===== config.mk =====
export PLATFORM = sky130hd
export DESIGN_NAME = instr_fetch_unit
export DESIGN_NICKNAME = d
export VERILOG_FILES = /design/src/rtl/cpu_pkg.sv /design/src/rtl/instr_fetch_unit.sv
export SDC_FILE = /design/constraint.sdc
export NUM_CORES = 1
export LEC_CHECK = 0
export ABC_CLOCK_PERIOD_IN_PS = 4400
export BUFFER_PORTS_ARGS = -buffer_cell sky130_fd_sc_hd__buf_2
export CELL_PAD_IN_SITES_DETAIL_PLACEMENT = 1
export CELL_PAD_IN_SITES_GLOBAL_PLACEMENT = 2
export CORE_ASPECT_RATIO = 1.75
export CORE_MARGIN = 4
export CORE_UTILIZATION = 30
export DETAILED_ROUTE_END_ITERATION = 12
export HOLD_SLACK_MARGIN = 0.02
export PLACE_DENSITY = 0.88
export SLEW_MARGIN = 5
export SYNTH_ARGS = -nofsm -noshare
export SYNTH_HDL_FRONTEND = slang
export SYNTH_SLANG_ARGS = --single-unit

===== constraint.sdc =====
create_clock -name clk -period 4.4 [get_ports clk]
set_input_delay 0.44 -clock clk [delete_from_list [all_inputs] [get_ports clk]]
set_output_delay 0.44 -clock clk [all_outputs]
set_load 0.1 [all_outputs]

===== src/rtl/cpu_pkg.sv =====
// Shared definitions for the fetch unit and the control unit.
//   - Fetch FSM state encodings (3 bits).
//   - Instruction format codes carried in the low two bits of each instruction.
//   - Field positions for the format code and the J-type jump target.
package cpu_pkg;

  localparam int INSTR_W = 16;

  // Fetch FSM states
  localparam logic [2:0] ST_IDLE   = 3'd0;
  localparam logic [2:0] ST_FETCH  = 3'd1;
  localparam logic [2:0] ST_LATCH  = 3'd2;
  localparam logic [2:0] ST_DECODE = 3'd3;
  localparam logic [2:0] ST_EXEC   = 3'd4;
  localparam logic [2:0] ST_HALTED = 3'd5;
  localparam logic [2:0] ST_ERROR  = 3'd6;

  // Instruction format codes
  localparam logic [1:0] FMT_R    = 2'b00;
  localparam logic [1:0] FMT_I    = 2'b01;
  localparam logic [1:0] FMT_J    = 2'b10;
  localparam logic [1:0] FMT_HALT = 2'b11;

  // Field positions: fmt is [FMT_MSB:FMT_LSB]; the jump target starts at
  // JT_LSB and is as wide as the program address.
  localparam int FMT_LSB = 0;
  localparam int FMT_MSB = 1;
  localparam int JT_LSB  = 5;

endpackage


===== src/rtl/instr_fetch_unit.sv =====
// Instruction fetch unit: owns the program counter, reads 16-bit instructions
// from a synchronous ROM, resolves J-type jumps and HALT locally and issues
// R/I-type instructions to the control unit with a run/done handshake.
//
// Ports:
//   clk, reset        clock, synchronous active-high reset
//   start             one-cycle pulse, starts at address 0 from IDLE/HALTED
//   mem_en, mem_addr  ROM read request (data returns one cycle later)
//   mem_rdata         ROM read data
//   instruction       latched instruction register
//   run, done         execute strobe / completion from the control unit
//   pc                current program counter
//   busy, halted, error  status decoded from the state register
//   instr_count       issued instructions, saturating at 16'hFFFF
module instr_fetch_unit
  import cpu_pkg::*;
#(
  parameter int ADDR_W  = 8,
  parameter int TIMEOUT = 8
) (
  input  logic               clk,
  input  logic               reset,
  input  logic               start,
  output logic               mem_en,
  output logic [ADDR_W-1:0]  mem_addr,
  input  logic [INSTR_W-1:0] mem_rdata,
  output logic [INSTR_W-1:0] instruction,
  output logic               run,
  input  logic               done,
  output logic [ADDR_W-1:0]  pc,
  output logic               busy,
  output logic               halted,
  output logic               error,
  output logic [15:0]        instr_count
);

  localparam int CNT_W = (TIMEOUT > 1) ? $clog2(TIMEOUT) : 1;
  localparam logic [CNT_W-1:0] TMO_LAST = CNT_W'(TIMEOUT - 1);

  logic [2:0]       state;
  logic [CNT_W-1:0] tmo_cnt;
  logic [1:0]       fmt;
  logic [ADDR_W-1:0] jump_target;

  function automatic logic [15:0] sat_inc16(input logic [15:0] val);
    return (val == 16'hFFFF) ? val : val + 16'd1;
  endfunction

  assign fmt         = instruction[FMT_MSB:FMT_LSB];
  assign jump_target = instruction[JT_LSB +: ADDR_W];

  always_ff @(posedge clk) begin
    if (reset) begin
      state       <= ST_IDLE;
      pc          <= '0;
      instruction <= '0;
      instr_count <= '0;
      tmo_cnt     <= '0;
    end else begin
      unique case (state)
        ST_IDLE, ST_HALTED: begin
          // Restart always begins at address 0; instr_count is kept.
          if (start) begin
            pc    <= '0;
            state <= ST_FETCH;
          end
        end
        ST_FETCH: state <= ST_LATCH;
        ST_LATCH: begin
          instruction <= mem_rdata;
          state       <= ST_DECODE;
        end
        ST_DECODE: begin
          unique case (fmt)
            FMT_HALT: state <= ST_HALTED;
            FMT_J: begin
              pc    <= jump_target;
              state <= ST_FETCH;
            end
            FMT_R, FMT_I: begin
              tmo_cnt <= '0;
              state   <= ST_EXEC;
            end
          endcase
        end
        ST_EXEC: begin
          // done wins over the timeout in the same cycle.
          if (done) begin
            pc          <= pc + ADDR_W'(1);
            instr_count <= sat_inc16(instr_count);
            state       <= ST_FETCH;
          end else if (tmo_cnt == TMO_LAST) begin
            state <= ST_ERROR;
          end else begin
            tmo_cnt <= tmo_cnt + CNT_W'(1);
          end
        end
        ST_ERROR: state <= ST_ERROR;
        default:  state <= ST_IDLE;
      endcase
    end
  end

  // All outputs decode from registered state only; done never reaches run
  // combinationally.
  assign mem_en   = (state == ST_FETCH);
  assign mem_addr = mem_en ? pc : '0;
  assign run      = (state == ST_EXEC);
  assign busy     = (state == ST_FETCH) || (state == ST_LATCH) ||
                    (state == ST_DECODE) || (state == ST_EXEC);
  assign halted   = (state == ST_HALTED);
  assign error    = (state == ST_ERROR);

endmodule

* Word level (Yosys, flattened, before mapping)
Index checks and enable logic that the tools add are counted.
Word-level totals: flip-flop bits (word level) 46, input port bits 20
Cells by class: add/sub/neg operators 3, equality and inequality tests 18, muxes and demuxes 14, bitwise operators 1, reductions and logical operators 13
Operator list (number):
- $mux 8 | 4
- $pmux 8 s3 | 1
- $mux 3 | 6
- $pmux 3 s6 | 1
- $add 16x1->16 const B | 1
- $eq 16x16->1 const B | 1
- $eq 3x3->1 const B | 4
- $pmux 3 s3 | 1
- $add 8x1->8 const B | 1
- $reduce_and 4->1 | 2
- $eq 3x2->1 const B | 2
- $ne 2x1->1 const B | 3
- $ne 2x2->1 const B | 3
- $pmux 3 s2 | 1
- $eq 2x2->1 const B | 2
- $reduce_or 2->1 | 2
- $add 3x1->3 const B | 1
- $eq 3x1->1 const B | 1
- $logic_not 3->1 | 1
- $logic_or 1x1->1 | 3
- $ne 3x1->1 const B | 1
- $reduce_and 3->1 | 1
- $reduce_bool 3->1 | 1
- $eq 2x1->1 const B | 1
- other kinds (4) | 4

* Longest topological paths before layout
Gate-level depths: netlist (run 1).
word-level depth 4, mapped depth 6, gate-level depth less buffers 6

* Worst setup path before layout (run 1)
Ideal clock, no wire load.
path type register -> output, from register state[0], to output mem_addr[0], data arrival time 4210 ps, data required time 3960 ps, path slack -250 ps, stages on the path, launching flop included 4, buffers on the path 1, cells stage by stage dfxtp_1 > clkbuf_1 > nor3b_1 > and2_1
On the way: cells in the longest elaborated chain, start to end 2
Ends and longest elaborated chain:
- start, declared | RTL line instr_fetch_unit.sv:40 | logic [2:0] state;
- start signal, assigned | RTL line instr_fetch_unit.sv:54 | state <= ST_IDLE;
- start signal, assigned | RTL line instr_fetch_unit.sv:65 | state <= ST_FETCH;
- start signal, assigned | RTL line instr_fetch_unit.sv:68 | ST_FETCH: state <= ST_LATCH;
- $eq 3x1->1 | RTL line instr_fetch_unit.sv:106 | assign mem_en = (state == ST_FETCH);
- net mem_en | RTL line instr_fetch_unit.sv:24 | output logic mem_en,
- $mux 8 | RTL line instr_fetch_unit.sv:107 | assign mem_addr = mem_en ? pc : '0;
- end, declared | RTL line instr_fetch_unit.sv:25 | output logic [ADDR_W-1:0] mem_addr,
The timed path passes the listed nets, and every way through them passes these cells.

* Final worst setup path (run 1)
from register state[2], to output run
On the way: cells in the longest elaborated chain, start to end 1
Ends and longest elaborated chain:
- $eq 3x3->1 | RTL line instr_fetch_unit.sv:108 | assign run = (state == ST_EXEC);
- end, declared | RTL line instr_fetch_unit.sv:28 | output logic run,
Every way passes these cells.

==> results.md, run 1 <==
* Post-CTS Setup Repair Bufs at 0
* Worst-path maximum fanout at 17
* RR Endpoint: instr_count[12]
* Relative slew slack at 0.343
* Mapped Area at 2410 um^2
* Total CTS buffers at 5
* Grt ovf at 0
* Port Buffers at 72
* Clock sinks at 46
* R2r setup slk at 2.18 ns
* GPL Wtd Cong at 0.837
* Top FF cell, synth: dfxtp_1
* HP Start: mem_rdata[10]
* Hold Crit Depth at 3
* Initial DRC count at 75
* Worst path max stage delay at 0.67 ns
* Final ANT Viol Nets at 0
* Outcome: finished clean
* FFs w/ async S/R, synth at 0
* Worst path cell trace: or3b_4 > inv_1 > buf_2
* Tot GR Track Use at 0.160
* CTS Hold Buffers Added at 0
* Clock Latency Late Sink at 0.29 ns
* Min-Delay Endpoint: instruction[10]
* Peak VDD IR at 0.263 mV
* Critical path type: register to output pin
* Setup tns final at 0 ns
* Root Driver: clkbuf_16
* Die Ht at 127 um
* Clock skew at 0.00531 ns
* Final net count at 389
* Final setup fails at 0
* DRC violations left at 0
* Final WS setup at 1.68 ns
* Period minus WS final at 2.72 ns
* Initial core utilization at 0.306
* Leakage at 1.25 nW
* Mapped Nets at 324
* Endpoint class of the critical path: output pin
* Achievable Freq at 0.367 GHz
* Final hold vios at 0
* Reg clk slew, reported paths at 0.06 ns
* Routed length per placed instance at 15.9 um
* Pwr Total at 1.07 mW
* Routing usage on met2 at 0.279
* GR peak layer: met2
* Via-to-Cell Ratio at 5.40
* Max-cap violations at 0
* WP data required at 3.96 ns
* Htree depth at 2
* Share of layout cells above drive strength 1 at 0.263
* Number of enable flip-flop cells after synthesis at 0
* Worst-margin pin slew at 0.981 ns
* Clock Path Buffers at 2
* Boundary Pins at 73
* 1st-pass router iterations at 4
* Place WS at 2.01 ns
* RSZ-0062 raised after global routing: false
* Synth Instances at 300
* Startpoint type of the worst setup path: register
* Area Growth Syn to Fin at 23.3%
* Sequential element share of the synthesized area at 0.383
* Post_cts resized at 0
* Avg Cell Area, Syn at 8.02 um^2
* Rows at 43
* CTS tree: yes
* CORE AREA at 7860 um^2
* Chip Width at 75.7 um
* DRT Wirelength at 7230 um
* Reg2reg start: state[2]
* Critical Path AT at 2.28 ns
* Slew Limit Fails at 0
* Vias in the first global route at 2455
* CP max-delay cell: dfxtp_1
* Total via count in the routed design at 2459
* First-pass GRT wire length at 11900 um
* Initial antenna violation count at 0
* ANT cells at 0
* M3 GR Usage at 0.0412
* Met1 usage at 0.182
* Final period util at 0.619
* Reg2Reg Depth at 4
* Hold Path Class: input pin to register
* Post-DP HPWL at 5480 um
* Die Area at 9580 um^2
* Cell Pwr Density at 359 nW/um^2
* WP buf/inv at 2
* Pin count of the biggest net entering global routing at 54
* Yosys reg bits at 46
* Count of cell types in the netlist at 52
* Family with the most delay on the worst path: buffers and inverters
* Yosys warning count at 0
## flip-flops by register name (all words and copies together), names as in the netlist
signal,flops
instr_count,16
pc,8
tmo_cnt,3
instruction,16
state,3
## layer usage
metal / part of all wire / routed length, um
met3: 0.055 / 399
met4: 0.020 / 148
met5: 0 / 0
met1: 0.40 / 2910
met2: 0.52 / 3770
## layout make-up
class / count / area, um^2
multi-input combinational: 229 / 1390
inverter: 9 / 33.8
timing repair buffer: 74 / 375
fill: 982 / 4890
clock buffer: 7 / 133
sequential: 46 / 921
tap: 90 / 113
## cells in the final DEF, fill, tap and decap left out, types with 4 or more instances in the layout
cell type,netlist,final
o21ai_0,8,8
clkbuf_16,0,5
ha_1,4,4
a21oi_1,31,31
nor2b_1,10,10
nor3_1,6,6
a211oi_1,5,5
buf_2,3,72
nand3_1,9,9
and2_1,10,10
inv_1,8,8
o21a_1,4,4
nand4_1,8,8
nor4_1,5,5
dfxtp_1,46,46
mux2_2,11,11
nor2_1,19,19
o31ai_1,5,5
nand2_1,50,50
## synth_stat cells, types with 2 or more instances
cell type	count	area, um^2
a211oi_1	5	37.5
a21oi_1	31	155
a221oi_1	2	17.5
a222oi_1	2	20.0
a22oi_1	3	22.5
a32o_1	2	20.0
and2_1	10	62.6
and3b_1	2	17.5
and4_1	2	17.5
buf_2	3	15.0
clkbuf_1	12	45.0
dfxtp_1	46	921
ha_1	4	50.1
inv_1	8	30.0
mux2_2	11	124
nand2_1	50	188
nand3_1	9	45.0
nand3b_1	3	22.5
nand4_1	8	50.1
nor2_1	19	71.3
nor2b_1	10	62.6
nor3_1	6	30.0
nor3b_1	2	15.0
nor4_1	5	31.3
o21a_1	4	30.0
o21ai_0	8	40.0
o22ai_1	2	12.5
o31ai_1	5	37.5
or3_1	3	18.8
## per-stage QoR
step	hold slack (ns)	instance area, um^2	util	std cells
3_5_place_dp	0.445	2840	0.361	448
5_1_grt	0.388	2970	0.378	455
6_report	0.392	2970	0.378	455
3_3_place_gp	0.442	2840	0.361	448
4_1_cts	0.385	2970	0.378	455
2_1_floorplan	0.436	2410	-	300
## worst min-delay path, delay by kind of cell
family | cells | cell delay, ns
compound gates | 1 | 0.05
simple gates | 1 | 0.04
buf+inv | 1 | 0.09
## how the worst max path moves through the flow
stage                  start     endpoint  slack, ns  cells past startpoint
floorplan           state[0]  mem_addr[0]       0.96                      3
CTS                 state[2]          run       1.68                      3
finish              state[2]          run       1.68                      3
detailed placement  state[2]          run       2.01                      3
global placement    state[2]          run       2.05                      3
global route        state[2]          run       1.61                      3
## power by group
group	total [mW]	internal, mW	switching [mW]
combinational	0.244	0.0490	0.195
clock	0.364	0.208	0.156
sequential	0.458	0.433	0.0253
total	1.07	0.690	0.376
## cells by family after synthesis
logic type	Yosys count	share of synthesized area
and+or+nand+nor	138	0.298
AOI/OAI and AO/OA	74	0.199
DFF	46	0.383
buffers and inverters	25	0.0405
muxes	12	0.0556
adders and majority gates	4	0.0208
xor gates and xnor gates	1	0.00364
Note: power is estimated with default switching activity, not from simulation.
==> run 2: changes to the inputs <==
- ABC_CLOCK_PERIOD_IN_PS: 4400 -> 2700
- CORE_UTILIZATION: 30 -> 29
- PLACE_DENSITY: 0.88 -> 0.86
- clock period: 4.4 -> 2.7 ns (I/O delays scaled with it)
==> results.md, run 2 (synthesized netlist as in run 1, its figures left out) <==
* Combinational Power Share at 0.232 (+0.003)
* Critical Path Start: state[0]
* Switching share of total power at 0.348 (-0.00514)
* Root Driver: clkbuf_16
* Final hold vios at 0 (unchanged)
* Reg power frac at 0.424 (-0.006)
* Clock sinks at 46 (unchanged)
* Boundary Pins at 73 (unchanged)
* First-pass GRT wire length at 12600 um (+6.5%)
* Initial DRC count at 76 (+1.3%)
* Rows at 43 (unchanged)
* CORE AREA at 8020 um^2 (+2.1%)
* Worst-margin pin slew at 0.709 ns (-0.272 ns)
* Share of layout cells above drive strength 1 at 0.296 (+0.0332)
* Reg2reg start: state[1]
* Critical Path AT at 2.06 ns (-0.22 ns)
* 1st-pass router iterations at 4 (unchanged)
* Clk network pwr share at 0.343 (+0.002)
* Clock Latency Late Sink at 0.29 ns (about the same)
* Post-CTS Setup Repair Bufs at 0 (unchanged)
* Worst-path maximum fanout at 16 (-1)
* Final ANT Viol Nets at 0 (unchanged)
* Die Area at 9880 um^2 (+3.2%)
* Vias in the first global route at 2564 (+4.4%)
* Relative slew slack at 0.524 (+0.181)
* Area Growth Syn to Fin at 25.7%
* Max-cap violations at 0 (unchanged)
* Initial core utilization at 0.300 (-0.00617)
* ANT cells at 0 (unchanged)
* Post_cts resized at 0 (unchanged)
* Post-DP HPWL at 5660 um (+3.3%)
* Area of the multi-input gates at 1410 um^2 (+1.4%)
* RSZ-0062 raised after global routing: false
* Met1 usage at 0.173 (-0.00832)
* Achievable Freq at 0.429 GHz
* Final cell count without fillers at 458 (+0.66%)
* Htree depth at 2 (unchanged)
* DRT Wirelength at 7500 um (+3.7%)
* Routing usage on met2 at 0.296 (+0.0173)
* Final setup fails at 0 (unchanged)
* P_int at 1.15 mW (+66%)
* Top Registers: instr_count: 16 flops, instruction: 16 flops, pc: 8 flops
* Critical path type: register to output pin
* Peak VDD IR at 0.418 mV (+59%)
* Chip Width at 76.9 um (+1.5%)
* Routed length per placed instance at 16.4 um (+3.0%)
* Hold Crit Depth at 3 (unchanged)
* RR Endpoint: instr_count[15]
* Via-to-Cell Ratio at 5.42 (+0.31%)
* Initial antenna violation count at 0 (unchanged)
* CTS tree: yes
* Period minus WS final at 2.33 ns
* Reg clk slew, reported paths at 0.06 ns (about the same)
* Reg area at 921 um^2 (unchanged)
* Endpoint class of the critical path: output pin
* Reg2Reg Depth at 4 (unchanged)
* Outcome: finished clean
* GPL Wtd Cong at 0.874 (+4.4%)
* Fillcell total at 996 (+1.4%)
* Total via count in the routed design at 2483 (+0.98%)
* Final period util at 0.863
* Commonest non-fill, non-tap cell in the layout: buf_2
* Post-DP Area at 2890 um^2 (+1.8%)
* Most frequent cells in the layout: buf_2 (72), nand2_1 (50), dfxtp_1 (46)
* Startpoint type of the worst setup path: register
* R2r setup slk at 0.57 ns (-1.61 ns)
* GR peak layer: met2
* Total CTS buffers at 5 (unchanged)
* DRC violations left at 0 (unchanged)
* CP endpoint: mem_addr[5]
* Slew Limit Fails at 0 (unchanged)
* Clock Path Buffers at 2 (unchanged)
* Placed cells at 452 (+0.89%)
* Hold Path Class: input pin to register
* Grt ovf at 0 (unchanged)
* Net Sw Power at 0.611 mW (+63%)
* Cell Pwr Density at 581 nW/um^2 (+62%)
* Design area at 3030 um^2 (+1.9%)
* Port Buffers at 72 (unchanged)
* Die Ht at 129 um (+1.6%)
* WP data required at 2.43 ns (-1.53 ns)
* CTS Hold Buffers Added at 0 (unchanged)
* Final net count at 393 (+1.0%)
* Clock skew at 0.00492 ns (-0.000389 ns)
* Pin count of the biggest net entering global routing at 38 (-30%)
* M3 GR Usage at 0.0343 (-0.00692)
* Tot GR Track Use at 0.159 (-0.00182)
* Leakage at 1.28 nW (+2.6%)
==> run 2: cell types whose count changed in the layout (fill, tap and decap cells not counted), moves of 2 or more <==
cell	change
buf_4	+4
and2_2	+7
and2_1	-7
clkbuf_1	-2
==> run 2: critical path, stage by stage (launching register included) <==
cell and delay [ns]:
dfxtp_1 0.63, nor3b_4 0.51, and2_2 0.21, buf_2 0.42
==> run 2: worst min-delay path by stage <==
| stage | from | to | slack [ns] |
|---|---|---|---|
| after global routing | mem_rdata[11] | instruction[11] | 0.22 |
| final | mem_rdata[8] | instruction[8] | 0.22 |
| after detailed placement | instruction[3] | instruction[3] | 0.45 |
| after CTS | mem_rdata[8] | instruction[8] | 0.21 |
| after floorplan | mem_rdata[0] | instruction[0] | 0.41 |
| after global placement | tmo_cnt[2] | tmo_cnt[2] | 0.44 |
==> run 2: layout make-up <==
class / count / area share
clock buffers: 6 / 0.0459
inverters: 9 / 0.0112
multi-input cells: 229 / 0.467
flip-flops and latches: 46 / 0.304
well taps: 90 / 0.0372
repair buffers: 78 / 0.134
==> run 2: metrics by stage <==
step	setup WS [ns]	hold slack (ns)	util	setup TNS [ns]	power (mW)
5_1_grt	0.265	0.217	0.377	0	1.85
2_1_floorplan	-0.113	0.406	-	-0.113	1.08
6_report	0.371	0.219	0.377	0	1.76
3_3_place_gp	0.632	0.441	0.360	0	1.17
4_1_cts	0.362	0.208	0.377	0	1.80
3_5_place_dp	0.549	0.447	0.360	0	1.17
==> run 2: routing by layer <==
layer,wire [um],share of wire,up-vias
li1,-,-,1215
met2,3950,0.53,61
met1,3080,0.41,1201
met4,113,0.015,0
met5,0,0,-
met3,346,0.046,6
==> run 2: power by group through the flow <==
| stage | clock network (mW) | logic, mW | registers (mW) |
|---|---|---|---|
| 2_1_floorplan | 0 | 0.185 | 0.899 |
| 3_3_place_gp | 0 | 0.409 | 0.759 |
| 3_5_place_dp | 0 | 0.413 | 0.761 |
| 4_1_cts | 0.637 | 0.413 | 0.746 |
| 5_1_grt | 0.665 | 0.435 | 0.752 |
| 6_report | 0.604 | 0.409 | 0.746 |
==> run 3: changes to the inputs <==
- BUFFER_PORTS_ARGS: -buffer_cell sky130_fd_sc_hd__buf_2 -> default
- CORE_UTILIZATION: 29 -> 30
- DONT_BUFFER_PORTS: default -> 1
- PLACE_DENSITY: 0.86 -> 0.74
==> results.md, run 3 (synthesized netlist as in run 1, its figures left out) <==
* Min-Delay Endpoint: instr_count[10]
* Place WS at 0.528 ns (-0.0201 ns)
* Design area at 3120 um^2 (+3.1%)
* Startpoint type of the worst setup path: register
* Final period util at 0.846 (-0.0165)
* RSZ-0062 raised after global routing: false
* Initial antenna violation count at 0 (unchanged)
* ANT cells at 0 (unchanged)
* Period minus WS final at 2.28 ns (-0.0447 ns)
* HP Start: reset
* Most frequent cells in the layout: nand2_1 (50), dfxtp_1 (46), buf_4 (42)
* CORE AREA at 7860 um^2 (-2.0%)
* 1st-pass router iterations at 4 (unchanged)
* First-pass GRT wire length at 12300 um (-2.8%)
* Relative slew slack at 0.274 (-0.250)
* Post-DP Area at 2970 um^2 (+3.0%)
* Clock skew at 0.0109 ns (+0.00599 ns)
* Final hold vios at 0 (unchanged)
* Die Ht at 127 um (-1.6%)
* Achievable Freq at 0.438 GHz (+2.0%)
* Share of layout cells above drive strength 1 at 0.246 (-0.0506)
* GPL Wtd Cong at 0.812 (-7.1%)
* Htree depth at 2 (unchanged)
* Worst-margin pin slew at 1.09 ns (+0.379 ns)
* DRC violations left at 0 (unchanged)
* R2r setup slk at 0.55 ns (-0.02 ns)
* Outcome: finished clean
* Peak VDD IR at 0.334 mV (-20%)
* Critical Path Start: state[2]
* Final setup fails at 0 (unchanged)
* Chip Width at 75.7 um (-1.5%)
* Critical Path AT at 2.01 ns (-0.05 ns)
* Reg clk slew, reported paths at 0.07 ns (about the same)
* Vias in the first global route at 2498 (-2.6%)
* CTS tree: yes
* Boundary Pins at 73 (unchanged)
* Hold Path Class: input pin to register
* Clock Latency Late Sink at 0.29 ns (about the same)
* Hold Crit Depth at 1 (-2)
* Routed length per placed instance at 17.3 um (+5.6%)
* Initial core utilization at 0.306 (+0.00617)
* Final net count at 365 (-7.1%)
* Worst-path maximum fanout at 11 (-5)
* Post_cts resized at 0 (unchanged)
* Placed cells at 424 (-6.2%)
* Initial DRC count at 61 (-20%)
* Commonest non-fill, non-tap cell in the layout: nand2_1
* Final cell count without fillers at 432 (-5.7%)
* Post-CTS Setup Repair Bufs at 0 (unchanged)
* Total via count in the routed design at 2400 (-3.3%)
* Area Growth Syn to Fin at 29.6%
* Total CTS buffers at 5 (unchanged)
* Final ANT Viol Nets at 0 (unchanged)
* Endpoint class of the critical path: output pin
* Tot GR Track Use at 0.162 (+0.00360)
* Leakage at 1.19 nW (-7.1%)
* Smallest hold slack at 0.0550 ns (-0.164 ns)
* Die Area at 9580 um^2 (-3.1%)
* RR Endpoint: instr_count[15]
* Post-DP HPWL at 5690 um (+0.55%)
* Critical path type: register to output pin
* Root Driver: clkbuf_16
* Slew Limit Fails at 0 (unchanged)
* Port Buffers at 0 (-100%)
* Reg2reg start: state[1]
* Top Registers: instr_count: 16 flops, instruction: 16 flops, pc: 8 flops
* Clock Path Buffers at 2 (unchanged)
* Pin count of the biggest net entering global routing at 54 (+42%)
* Reg2Reg Depth at 4 (unchanged)
* DRT Wirelength at 7460 um (-0.43%)
* WP data required at 2.43 ns (about the same)
* Grt ovf at 0 (unchanged)
* Max-cap violations at 0 (unchanged)
* Via-to-Cell Ratio at 5.56 (+2.5%)
* Clock sinks at 46 (unchanged)
* CTS Hold Buffers Added at 0 (unchanged)
* Rows at 43 (unchanged)
* Cell Pwr Density at 571 nW/um^2 (-1.8%)
* Final WS setup at 0.415 ns (+0.0447 ns)
## run 3: cell types whose count changed in the layout (fill, tap and decap cells not counted), sizes merged
cell	delta
buf	-28
clkbuf	+1
clkinv	+1
## run 3: worst max-delay path, cell delays in order (launching register included)
cell and delay (ns):
dfxtp_1 0.53, or3b_4 0.48, inv_1 0.34, buf_4 0.37
## run 3: routing by layer
metal  up-vias  track usage  share of wire
met5         -            0              0
met4         0       0.0566          0.018
met3         9       0.0349          0.065
met2        78        0.289           0.54
met1      1143        0.182           0.38
li1       1170            -              -
## run 3: layout make-up
| type | instances | area [um^2] |
|---|---|---|
| Inverter | 9 | 33.8 |
| Clock inverter | 1 | 5.00 |
| Clock buffer | 7 | 143 |
| Fill cell | 929 | 4730 |
| Multi-Input combinational cell | 229 | 1430 |
| Timing Repair Buffer | 50 | 475 |
| Tap cell | 90 | 113 |
| Sequential cell | 46 | 921 |
## run 3: how the worst max path moves through the flow
stage / to / slack (ns) / cells after the start
3_3_place_gp: instr_count[15] / 0.56 / 4
2_1_floorplan: mem_addr[0] / -0.11 / 3
4_1_cts: run / 0.41 / 3
6_report: run / 0.42 / 3
3_5_place_dp: instr_count[15] / 0.53 / 4
5_1_grt: instr_count[15] / 0.34 / 4
## run 3: where the power goes
part	total, mW	switching, mW	leakage (nW)	internal (mW)
sequential	0.783	0.0786	0.373	0.704
clock	0.634	0.266	0.0739	0.368
combinational	0.365	0.271	0.742	0.0939
total	1.78	0.615	1.19	1.17
## run 3: metrics by stage
| stage | TNS, ns | power, mW | utilization |
|---|---|---|---|
| after floorplan | -0.113 | 1.08 | - |
| after global placement | 0 | 1.16 | 0.378 |
| after detailed placement | 0 | 1.17 | 0.378 |
| after CTS | 0 | 1.80 | 0.397 |
| after global routing | 0 | 1.85 | 0.397 |
| final | 0 | 1.78 | 0.397 |
